**src/rtl/lru_pkg.sv**
```systemverilog
// Shared types for the LRU update controller: array command encoding,
// controller state encoding and the saturating increment used by the perf counters.
package lru_pkg;

    typedef enum logic [1:0] {
        LRU_INIT   = 2'b00,
        LRU_TOUCH  = 2'b01,
        LRU_ROTATE = 2'b10,
        LRU_HOLD   = 2'b11
    } lru_cmd_t;

    typedef enum logic [2:0] {
        ST_INIT      = 3'd0,
        ST_IDLE      = 3'd1,
        ST_UPD       = 3'd2,
        ST_VICTIM    = 3'd3,
        ST_WAIT_FILL = 3'd4
    } lru_ctrl_state_t;

    localparam int unsigned PERF_CNT_W = 32;

    function automatic logic [PERF_CNT_W-1:0] sat_inc(input logic [PERF_CNT_W-1:0] v);
        return (v == {PERF_CNT_W{1'b1}}) ? v : v + 1'b1;
    endfunction

endpackage

```
**src/rtl/lru_perf_cnt.sv**
```systemverilog
// Saturating 32-bit event counter with enable; clears on asynchronous reset.
module lru_perf_cnt
    import lru_pkg::*;
(
    input  logic                  clk,
    input  logic                  rst_n,
    input  logic                  en_i,
    output logic [PERF_CNT_W-1:0] cnt_o
);

    logic [PERF_CNT_W-1:0] cnt_q;
    logic [PERF_CNT_W-1:0] cnt_d;

    always_comb begin
        cnt_d = cnt_q;
        if (en_i) begin
            cnt_d = sat_inc(cnt_q);
        end
    end

    always_ff @(posedge clk or negedge rst_n) begin
        if (!rst_n) begin
            cnt_q <= '0;
        end else begin
            cnt_q <= cnt_d;
        end
    end

    assign cnt_o = cnt_q;

endmodule

```
**src/rtl/lru_update_ctrl.sv**
```systemverilog
// Sequencer issuing init / touch / hold commands to the per-set LRU age array.
// Optional hit/miss counters are built when LRU_PERF_CNT_EN is defined.
module lru_update_ctrl
    import lru_pkg::*;
#(
    parameter int ASSOC      = 8,
    parameter int INDEX_SIZE = 7
) (
    input  logic                      clk,
    input  logic                      rst_n,
    // Lookup handshake: a lookup transfers on a cycle where req_valid and
    // req_ready are both high; req_ready is high only in IDLE.
    input  logic                      req_valid,
    output logic                      req_ready,
    input  logic                      req_hit,
    input  logic [INDEX_SIZE-1:0]     req_index,
    input  logic [$clog2(ASSOC)-1:0]  req_way,
    output logic                      victim_valid,
    output logic [INDEX_SIZE-1:0]     victim_index,
    output logic [$clog2(ASSOC)-1:0]  victim_way,
    input  logic                      fill_done,
    output logic [1:0]                lru_replace,
    output logic [INDEX_SIZE-1:0]     lru_index,
    output logic [$clog2(ASSOC)-1:0]  lru_assoc,
    input  logic [$clog2(ASSOC)-1:0]  lru_way,
    output logic                      init_done,
    output lru_ctrl_state_t           dbg_state
`ifdef LRU_PERF_CNT_EN
    ,
    output logic [31:0]               hit_cnt,
    output logic [31:0]               miss_cnt
`endif
);

    localparam int WAY_W = $clog2(ASSOC);

    lru_ctrl_state_t       state_q, state_d;
    logic [INDEX_SIZE-1:0] idx_q, idx_d;
    logic [WAY_W-1:0]      way_q, way_d;
    logic [WAY_W-1:0]      victim_q, victim_d;
    logic                  hit_q, hit_d;
    logic                  init_done_q, init_done_d;
    logic                  accept;
    lru_cmd_t              cmd;

    assign accept = (state_q == ST_IDLE) && req_valid;

    always_ff @(posedge clk or negedge rst_n) begin
        if (!rst_n) begin
            state_q <= ST_INIT;
        end else begin
            state_q <= state_d;
        end
    end

    always_comb begin
        state_d = state_q;
        case (state_q)
            ST_INIT:      state_d = ST_IDLE;
            ST_IDLE:      if (req_valid) state_d = req_hit ? ST_UPD : ST_VICTIM;
            ST_UPD:       state_d = ST_IDLE;
            ST_VICTIM:    state_d = ST_WAIT_FILL;
            ST_WAIT_FILL: if (fill_done) state_d = ST_UPD;
            default:      state_d = ST_INIT;
        endcase
    end

    always_comb begin
        idx_d       = idx_q;
        way_d       = way_q;
        hit_d       = hit_q;
        victim_d    = victim_q;
        init_done_d = init_done_q;
        if (accept) begin
            idx_d = req_index;
            way_d = req_way;
            hit_d = req_hit;
        end
        // The array's LRU way is only meaningful while lru_index points at the captured set.
        if (state_q == ST_VICTIM) begin
            victim_d = lru_way;
        end
        if (state_q == ST_INIT) begin
            init_done_d = 1'b1;
        end
    end

    always_ff @(posedge clk or negedge rst_n) begin
        if (!rst_n) begin
            idx_q       <= '0;
            way_q       <= '0;
            hit_q       <= 1'b0;
            victim_q    <= '0;
            init_done_q <= 1'b0;
        end else begin
            idx_q       <= idx_d;
            way_q       <= way_d;
            hit_q       <= hit_d;
            victim_q    <= victim_d;
            init_done_q <= init_done_d;
        end
    end

    always_comb begin
        req_ready    = 1'b0;
        victim_valid = 1'b0;
        cmd          = LRU_HOLD;
        lru_index    = idx_q;
        lru_assoc    = '0;
        case (state_q)
            ST_INIT: begin
                cmd       = LRU_INIT;
                lru_index = '0;
            end
            ST_IDLE: begin
                req_ready = 1'b1;
            end
            ST_UPD: begin
                cmd       = LRU_TOUCH;
                lru_assoc = hit_q ? way_q : victim_q;
            end
            ST_WAIT_FILL: begin
                victim_valid = 1'b1;
            end
            default: begin
                cmd = LRU_HOLD;
            end
        endcase
    end

    assign lru_replace  = cmd;
    assign victim_index = idx_q;
    assign victim_way   = victim_q;
    assign init_done    = init_done_q;
    assign dbg_state    = state_q;

`ifdef LRU_PERF_CNT_EN
    lru_perf_cnt u_hit_cnt (
        .clk   (clk),
        .rst_n (rst_n),
        .en_i  (accept && req_hit),
        .cnt_o (hit_cnt)
    );

    lru_perf_cnt u_miss_cnt (
        .clk   (clk),
        .rst_n (rst_n),
        .en_i  (accept && !req_hit),
        .cnt_o (miss_cnt)
    );
`endif

endmodule
```
**config.mk**
```make
export PLATFORM = sky130hd
export DESIGN_NAME = lru_update_ctrl
export DESIGN_NICKNAME = d
export VERILOG_FILES = /design/src/rtl/lru_pkg.sv /design/src/rtl/lru_perf_cnt.sv /design/src/rtl/lru_update_ctrl.sv
export SDC_FILE = /design/constraint.sdc
export NUM_CORES = 1
export LEC_CHECK = 0
export ABC_AREA = 0
export CAP_MARGIN = 20
export CELL_PAD_IN_SITES_DETAIL_PLACEMENT = 1
export CELL_PAD_IN_SITES_GLOBAL_PLACEMENT = 1
export CORE_AREA = 2 2 52 42
export CTS_CLUSTER_DIAMETER = 200
export CTS_CLUSTER_SIZE = 28
export DETAILED_ROUTE_END_ITERATION = 12
export DIE_AREA = 0 0 54 44
export DONT_BUFFER_PORTS = 1
export PLACE_DENSITY_LB_ADDON = 0.1
export SLEW_MARGIN = 40
export SYNTH_ARGS = -nofsm -noshare
export SYNTH_HDL_FRONTEND = slang
export SYNTH_SLANG_ARGS = --single-unit
```
**constraint.sdc**
```tcl
create_clock -name clk -period 4.25 [get_ports clk]
set_input_delay 0.6375 -clock clk [delete_from_list [all_inputs] [get_ports clk]]
set_output_delay 0.6375 -clock clk [all_outputs]
set_load 0.01 [all_outputs]
```
* Word-level counts from Yosys, hierarchy flattened *
Cells that the tools add are included.

word-level totals
  bits of input ports = 18
  bits in registers = 18
  output and inout bits = 28

cells by class
  mux-type cells = 10
  equal/unequal tests = 6
  reductions and logical operators = 4

operators by type and width
  cell                                           number
  two-way mux 3 bit                              4
  one-hot mux 3 bit (4 select lines)             1
  two-way mux 7 bit                              1
  == test 3 x 2 -> 1 bit, second input constant  2
  inequality test 2 bit, second input constant   2
  one-hot mux 2 bit (2 select lines)             1
  == test 3 x 1 -> 1 bit, second input constant  1
  == test 3 bit, second input constant           1
  logical NOT 3 bit                              1
  two-way mux 1 bit                              3
  AND reduction 2 bit                            1
  OR reduction 2 bit                             1
  logical AND 1 bit                              1

* Logic depth before layout (Yosys ltp) *
Gate-level depths: netlist of run 1.

  depth after elaboration = 3
  gate-level depth with buffers = 4
  mapped depth without buffers = 2

* Worst setup path before layout of run 1 *
Ideal clock, no wire load.

  path type = register to output
  start point = register state_q[2], in the netlist dbg_state[2]
  end point = output lru_assoc[0]
  path buffers = 1
  data arrival time = 1.262 ns
  path slack = 2.351 ns
  cell stages (with the launch flop) = 4
  path through = dfrtp_1 > buf_2 > or3b_2 > nor2_1

between the ends
  word-level cells in the longest chain between the ends = 2

RTL lines
  element                   line                    text
  start: declaration        lru_update_ctrl.sv:37   lru_ctrl_state_t state_q, state_d;
  start signal: assignment  lru_update_ctrl.sv:52   state_q <= state_d;
  == test 3 x 2 -> 1 bit    lru_update_ctrl.sv:110  case (state_q)
  two-way mux 3 bit         lru_update_ctrl.sv:110
  end: declaration          lru_update_ctrl.sv:24   output logic [$clog2(ASSOC)-1:0] lru_assoc,

No other way between the ends.

* Worst setup path in the final report of run 1 *
  start point = register state_q[1], in the netlist dbg_state[1]
  end point = output lru_assoc[0]

Same word-level chain as after synthesis.

==> reports/summary.md, run 1 <==
The post-CTS repair timing setup buffer count was 0; the share of the clock period used by the worst path was 54.19%. Yosys attributes the largest share of cell area to sky130_fd_sc_hd__dfrtp_1 53%, sky130_fd_sc_hd__mux2_2 18%, sky130_fd_sc_hd__nor2b_1 5.1%. After layout, the minimum clock period comes to 2.303 ns. X dimension of the die: 54 um. For this configuration, the core starts out at a cell density of 45.17%.

The logs give 0 for the DRC violation count after routing and 204 for the filler cell count in the final layout. The detail route stage leaves a number of antenna-violating nets equal to 0. For the number of antenna cells inserted, the log shows 0. The post-route netlist has 34.38% of its cells at a drive strength greater than 1. The core region is 1892 um2. For the pin with the worst max-slew slack, the measured transition is 0.7592 ns.

The post-cts hold buffer count is 0, and the boundary pin count is 46. The final-report max-slew violation count is 0. After the last flow step, the layout net total stands at 84.

After legalization and detailed placement, the total HPWL measured 1151 um. The number of cell rows is 14, and the required time at the endpoint of the critical path is 3.61 ns. The floorplan step defined a die boundary enclosing 2376 um2. The clock arrives with 0.01001 ns of skew. Routed via count divided by cell count: 5.557. The detailed router finished its first iteration with 0 violations.

Setup repair after global routing left no endpoint under its margin. Maximum buffer depth of the clock tree: 2. The pin count of the biggest net entering global routing was 19; the proportion of netlist area held by the largest area contributor was 52.71%. The tools report the element type at the critical path end as an output pin. The flow ran to the end, and the final reports show no timing, DRC or antenna violations. The final setup slack of the worst path was 1.947 ns; the synthesized-area fraction occupied by xor and xnor cells was 0%. Of the total synthesized cell area, the portion taken by AND, OR, NAND and NOR gates is 19.03%.

The synthesized design contains 18 register bits. TritonCTS built the clock tree. The number of nets handed over by synthesis was 83.

The total overflow left after global routing is 0. The tools report the worst setup timing slack at the placement stage as 2.258 ns. Clock-pin slew on the worst setup and hold paths: 0.10 ns.

From synthesis to final layout, the design area changed by 2.343%. The level count of the clock H-tree was 1; the ratio of total power to cell area was 837.8 nW/um2. The first global-routing pass estimated 2214 um of wire. Root cell of the clock tree: sky130_fd_sc_hd__clkbuf_4. The post-synthesis compound-gate area fraction is 2.050%, and the setup TNS is 0 ns. Gate count after technology mapping: 65. The synthesized design spends more area on one cell type than any other, namely sky130_fd_sc_hd__dfrtp_1.

The setup-violating endpoint count in the final report is 0, and the number of antenna violations at the first check in global routing is 0. The via count of the routed design is 489, and the mux share of post-synthesis cell area is 21.96%. The worst setup path is of the reg2out kind. The final layout contains routed wiring with a total length of 1542 um. Along the worst path, the maximum fanout reaches 10. Averaged over all synthesized cells, the footprint is 13.15 um2. The area share of fa/ha/maj cells after synthesis is 0%. Across every metal layer, demand over resource in global routing totals 13.76%. The run gives 18 as the count of unique library cells instantiated by Yosys. The cell area after placement was 852.1 um2; the first-pass iteration count of the detailed router was 1. The peak supply drop came out at 0.3538 mV. The die is 44 um tall. Routed length per placed instance: 17.52 um.

The number of hold violations in the final report is 0. The analysis attributes to cell leakage a power of 0.3621 nW. The count of buffers added on input and output ports is 0. The achievable frequency was 434.2 MHz; the post-layout instance area was 874.6 um2. The logs give 3 for the number of buffers created by CTS and 18 for the total number of clock tree sinks.

Sequential element share of the synthesized area: 52.71%. The tools report the data arrival time at the worst-slack endpoint as 1.67 ns. The later pin in the worst-skew pair is clocked with a latency of 0.29 ns. Routability-driven placement finished with a final weighted congestion of 0.6979. The number of cells upsized or downsized after cts is 0, and the worst relative slew slack is 49.31%.

By area, the combinational part of the netlist is dominated by multiplexers. The type of element launching the critical path was a register. In this run the worst hold path is classified as in2async.

The cell area that synthesis handed to floorplanning was 854.6 um2. The number of global-route vias before repair came out at 526. During synthesis, Yosys emitted a total of 0 warnings. Across the run, the number of max-cap violations was 0.
[logic make-up after synthesis]
family                 count (synthesis)
buffers and inverters                  5
AO/OA/AOI/OAI                          3
multiplexers                          17
AND/OR/NAND/NOR                       22
flip-flops                            18
[flip-flops by register name, summed over array words and instances, names as in the netlist]
name,flops
victim_index,7
dbg_state,3
victim_way,3
way_q,3
hit_q,1
init_done,1
[worst paths after layout]
check,startpoint,endpoint,slack [ns],cells after the start
setup / recovery,dbg_state[1],lru_assoc[0],1.95,2
setup reg to reg,dbg_state[1],victim_index[6],2.41,2
max in group asynchronous,rst_n,victim_index[6],4.14,0
hold / removal,rst_n,hit_q,0.03,0
min in group clk,req_index[3],victim_index[3],0.49,1
hold reg to reg,way_q[2],way_q[2],0.52,1
[through the flow]
stage | instances | hold WS, ns | util, % | total power, mW
2_1_floorplan | 65 | 0.3419 | - | 0.6313
3_3_place_gp | 85 | 0.3422 | 45.04 | 0.6544
3_5_place_dp | 85 | 0.3423 | 45.04 | 0.6644
4_1_cts | 88 | 0.01109 | 46.23 | 0.7499
5_1_grt | 88 | 0.001855 | 46.23 | 0.7930
6_report | 88 | 0.02734 | 46.23 | 0.7327
[area by class of cell]
cell class,count,area (um2),area share (%)
flip-flops and latches,18,450.4,51.50
inverters,1,3.754,0.4292
clock buffers,3,22.52,2.575
multi-input cells,42,367.9,42.06
well taps,24,30.03,3.433
[worst max-delay path, cell delays in order (launching register included)]
cell	delay [ns]
sky130_fd_sc_hd__dfrtp_1	0.61
sky130_fd_sc_hd__or3b_2	0.53
sky130_fd_sc_hd__nor2_1	0.23
[Yosys cell counts]
master / n
sky130_fd_sc_hd__nand3b_1: 3
sky130_fd_sc_hd__buf_2: 2
sky130_fd_sc_hd__inv_1: 1
sky130_fd_sc_hd__or3b_2: 1
sky130_fd_sc_hd__or4b_1: 1
sky130_fd_sc_hd__a21o_1: 1
sky130_fd_sc_hd__nor2b_1: 7
sky130_fd_sc_hd__dfrtp_1: 18
sky130_fd_sc_hd__buf_6: 2
sky130_fd_sc_hd__nor3b_1: 2
sky130_fd_sc_hd__mux2_2: 14
sky130_fd_sc_hd__mux2i_1: 3
sky130_fd_sc_hd__or2_2: 2
sky130_fd_sc_hd__a21oi_1: 2
sky130_fd_sc_hd__nor3_2: 1
sky130_fd_sc_hd__nand2_1: 1
sky130_fd_sc_hd__nor4bb_4: 1
sky130_fd_sc_hd__nor2_1: 3
[cell usage in the layout (no fill, tap or decap)]
master,instances
sky130_fd_sc_hd__dfrtp_1,18
sky130_fd_sc_hd__mux2_2,14
sky130_fd_sc_hd__nor2b_1,7
sky130_fd_sc_hd__mux2i_1,3
sky130_fd_sc_hd__nor2_1,3
sky130_fd_sc_hd__nand3b_1,3
sky130_fd_sc_hd__clkbuf_4,3
sky130_fd_sc_hd__nor3b_1,2
sky130_fd_sc_hd__or2_2,2
sky130_fd_sc_hd__a21oi_1,2
sky130_fd_sc_hd__nor3_2,1
sky130_fd_sc_hd__or3b_2,1
sky130_fd_sc_hd__inv_1,1
sky130_fd_sc_hd__a21o_1,1
sky130_fd_sc_hd__nor4bb_4,1
sky130_fd_sc_hd__or4b_1,1
sky130_fd_sc_hd__nand2_1,1
[routing by layer]
metal / vias up / GRT usage, % / part of all wire [%]
met5: - / 0 / 0
met4: 0 / 4.500 / 0.58
met3: 2 / 8.621 / 9.6
met2: 25 / 21.22 / 45
met1: 236 / 15.67 / 44
li1: 226 / - / -
[report_power, final]
group          switching, mW  internal (mW)  leakage, nW
combinational          0.125          0.147        0.138
clock                 0.0483         0.0329       0.0138
sequential             0.126          0.253        0.210
total                  0.300          0.433        0.362
Power figures use the tool's default switching activity.
==> run 2: changes to the inputs <==
--- a/config.mk
+++ b/config.mk
@@ -9,11 +9,11 @@
 export CAP_MARGIN = 20
 export CELL_PAD_IN_SITES_DETAIL_PLACEMENT = 1
 export CELL_PAD_IN_SITES_GLOBAL_PLACEMENT = 1
-export CORE_AREA = 2 2 52 42
+export CORE_AREA = 2 2 57 46
 export CTS_CLUSTER_DIAMETER = 200
 export CTS_CLUSTER_SIZE = 28
 export DETAILED_ROUTE_END_ITERATION = 12
-export DIE_AREA = 0 0 54 44
+export DIE_AREA = 0 0 59 48
 export DONT_BUFFER_PORTS = 1
 export PLACE_DENSITY_LB_ADDON = 0.1
 export SLEW_MARGIN = 40
==> constraint.sdc (replaced) <==
create_clock -name clk -period 2 [get_ports clk]
set_input_delay 0.3 -clock clk [delete_from_list [all_inputs] [get_ports clk]]
set_output_delay 0.3 -clock clk [all_outputs]
set_load 0.01 [all_outputs]
==> run 2 against run 1 <==
  * Routed wire length up 5.4%
  * Total power grew 120%
  * Largest cell class unchanged
  * Sequential cell count did not move
  * Critical path type unchanged
  * Cell area grew 2.9%
  * Clock skew fell by 0.0043 ns
  * Register-to-register slack worse by 2.0 ns
  * Clock power is 110% higher
  * First-iteration DRC count rose by 11
  * Global-route usage fell by 1.6 points
  * Largest power group unchanged
  * Utilization decreased by 5.6 points
  * Cell count grew 4.5%
==> reports/summary.md, run 2 (same netlist as run 1, synthesis figures left out) <==
The logs give 1200 um (+4.3%) for the placed wire-length estimate after detailed placement and 2 (+1) for the first-pass iteration count of the detailed router. The area of the placeable core came out at 2215 um2 (+17%). The class of the most critical hold timing path was in2reg. The net switching share of the total power works out to 40.81% (-0.14 points). The required time at the endpoint of the critical path is 1.70 ns (-1.91 ns). The detailed router's first-iteration violation count was 11 (+11).

The level count of the clock H-tree is 1 (unchanged), and the boundary pin count is 46 (unchanged). Initial core utilization: 38.59% (-6.6 points). The logs give 2 (unchanged) for the maximum buffer depth of the clock tree and 1.62 ns (-0.05 ns) for the data arrival time at the worst-slack endpoint. TritonCTS built the clock tree. The combined flip-flop and latch cell area was 451.7 um2 (+0.28%); the filler cell count in the final layout was 246 (+21%). The start point of the critical path is dbg_state[0]. The total number of clock tree sinks was 18 (unchanged).

The post-CTS repair timing setup buffer count was 0 (unchanged). The number of global-route vias before repair is 501 (-4.8%), and the number of nets at the end of the flow is 87 (+3.6%). The all-layer global routing usage was 12.16% (-1.6 points). The root buffer cell chosen for the clock tree is sky130_fd_sc_hd__clkbuf_4.

Share of cells above drive strength 1: 37.31% (+2.9 points). For the switching power, the log shows 0.6431 mW (+110%). The run gives 1.576 mW (+120%) as the total power consumption of the routed design. The setup-violating endpoint count in the final report is 0 (unchanged), and the x dimension of the die is 59 um (+9.3%). The number of buffers inserted by port buffering was 0 (unchanged); the number of buffers created by CTS was 3 (unchanged). The run gives 0.28 ns (about the same) as the source-to-sink clock delay at the later pin of the worst-skew pair. For the number of antenna violations at the first check in global routing, the log shows 0 (unchanged). The run gives 2832 um2 (+19%) as the total die area. Antenna violation net count after detailed routing: 0 (unchanged). The critical path is of the reg2out type. The final critical path takes up 96.00% of the cycle. For the weighted congestion reported at the end of routability-driven placement, the log shows 0.6451 (-7.6%). The DRC violation count after routing was 0 (unchanged); the multi-input logic area was 367.9 um2 (unchanged).

For the combinational group share of total power, the log shows 37.9% (+0.8 points). The routed via count divided by cell count works out to 5.609 (+0.93%). The achievable frequency was 520.8 MHz; the maximum fanout along the worst path was 12 (+2).

The setup slack of the most critical reg-to-reg path was 0.43 ns (-1.98 ns); the cell internal power dissipation was 0.9326 mW (+120%). The number of hold violations in the final report was 0 (unchanged). The startpoint identified for the worst register-to-register timing path is dbg_state[0]. The number of flip-flops in the largest register is 7 (unchanged), and the tightest hold margin is 0.1581 ns (+0.1308 ns). The logs give 1625 um (+5.4%) for the total wire length and 15 (+1) for the number of cell rows. The tools report the setup TNS as 0 ns (unchanged). The flow ran to the end, and the final reports show no timing, DRC or antenna violations. The number of cells on the worst reg-to-reg path is 3 (+1). The worst register-to-register path ends at victim_index[1].

STA classifies the critical path endpoint as an output pin. The run gives 0.5490 mV (+55%) as the peak supply drop. The run gives 0 (unchanged) as the overflow left after global routing. The run gives 64.75% (+15 points) as the worst relative slew slack.

The worst hold path begins at req_index[2]. The worst setup path is launched from a register. Height of the die: 48 um (+9.1%). Ratio of total power to cell area: 1752 nW/um2 (+110%). The clock-pin slew on the worst setup and hold paths is 0.09 ns (about the same), and the cell count after placement is 87 (+2.4%). The slew of the pin with the lowest slew margin was 0.5259 ns (-0.2333 ns); the minimum period implied by the final worst setup slack was 1.920 ns. The count of cells along the worst hold path was 1.

The critical path ends at lru_assoc[1]. The routed length per placed instance is 17.66 um (+0.80%). The via count of the routed design came out at 516 (+5.5%). The sequential power share is 51.3% (-0.5 points), and the part of the power in the clock network is 10.8% (-0.3 points). The area growth from synthesis to layout is 5.271%.

Utilization after layout: 40.62% (-5.6 points). The tools report the final cell count without fillers as 92 (+4.5%). The final-report max-slew violation count is 0 (unchanged). The tools report the clock skew after layout as 0.005702 ns (-0.004308 ns). The leakage power summed over all cells came out at 0.3740 nW (+3.3%). The run gives 2421 um (+9.3%) as the global-route wire length before repair. Setup repair after global routing could not meet its margin everywhere. The number of antenna cells inserted is 0 (unchanged). Leaving out fill and tap cells, the most frequent cell in the layout is sky130_fd_sc_hd__dfrtp_1. The tools report the max capacitance violation total as 0 (unchanged). The tools report the pin count of the biggest net entering global routing as 19 (unchanged). The library cells used most frequently in the layout, excluding fill and tap cells, are 17 x sky130_fd_sc_hd__dfrtp_1, 14 x sky130_fd_sc_hd__mux2_2, 7 x sky130_fd_sc_hd__nor2b_1.
run 2: cell types whose count changed in the layout (fill, tap and decap cells not counted):
cell                            before  now
sky130_fd_sc_hd__dfrtp_2             0    1
sky130_fd_sc_hd__dfrtp_1            18   17
sky130_fd_sc_hd__buf_4               0    1
sky130_fd_sc_hd__buf_2               0    1
sky130_fd_sc_hd__dlygate4sd3_1       0    1
run 2: worst min path at each step:
stage                                  to  slack [ns]
after floorplan              dbg_state[0]       0.004
after global placement       dbg_state[1]       0.005
after detailed placement     dbg_state[1]       0.005
after CTS                 victim_index[5]        0.15
after global routing      victim_index[3]        0.13
final                     victim_index[2]        0.16
run 2: routing by layer:
layer	up-vias	GRT usage, %	routed length (um)
li1	229	-	-
met1	257	14.19	719
met2	28	18.89	720
met3	2	8.108	173
met4	0	2.727	12
met5	-	0	0
run 2: final cells by class:
| class | instances | area share (%) |
|---|---|---|
| Multi-Input combinational cell | 42 | 40.89 |
| Sequential cell | 18 | 50.21 |
| Timing Repair Buffer | 3 | 2.503 |
| Tap cell | 25 | 3.477 |
| Clock buffer | 3 | 2.503 |
| Inverter | 1 | 0.4172 |
run 2: metrics by stage:
step	area, um2	worst slack [ns]
after detailed placement	860.8	0.3449
after CTS	893.4	0.01067
after global placement	860.8	0.3493
after global routing	899.6	-0.03508
final	899.6	0.07992
after floorplan	854.6	0.4385
run 2: power by group through the flow:
stage	combinational [mW]	clock, mW	sequential (mW)
floorplan	0.623	0	0.718
global placement	0.596	0	0.816
detailed placement	0.602	0	0.824
CTS	0.612	0.185	0.815
global route	0.669	0.200	0.852
finish	0.597	0.170	0.809
run 2: critical path: stages, from the launching register on:
cell and delay [ns]:
sky130_fd_sc_hd__dfrtp_1 0.54, sky130_fd_sc_hd__or3b_2 0.57, sky130_fd_sc_hd__nor2_1 0.23
run 2: what timing repair did:
| action | in CTS | in global routing |
|---|---|---|
| endpoints found under the setup margin | 0 | 11 |
| hold buffers | 1 | 1 |
| resized for setup | 0 | 1 |
| hold endpoints to repair | 18 | 18 |
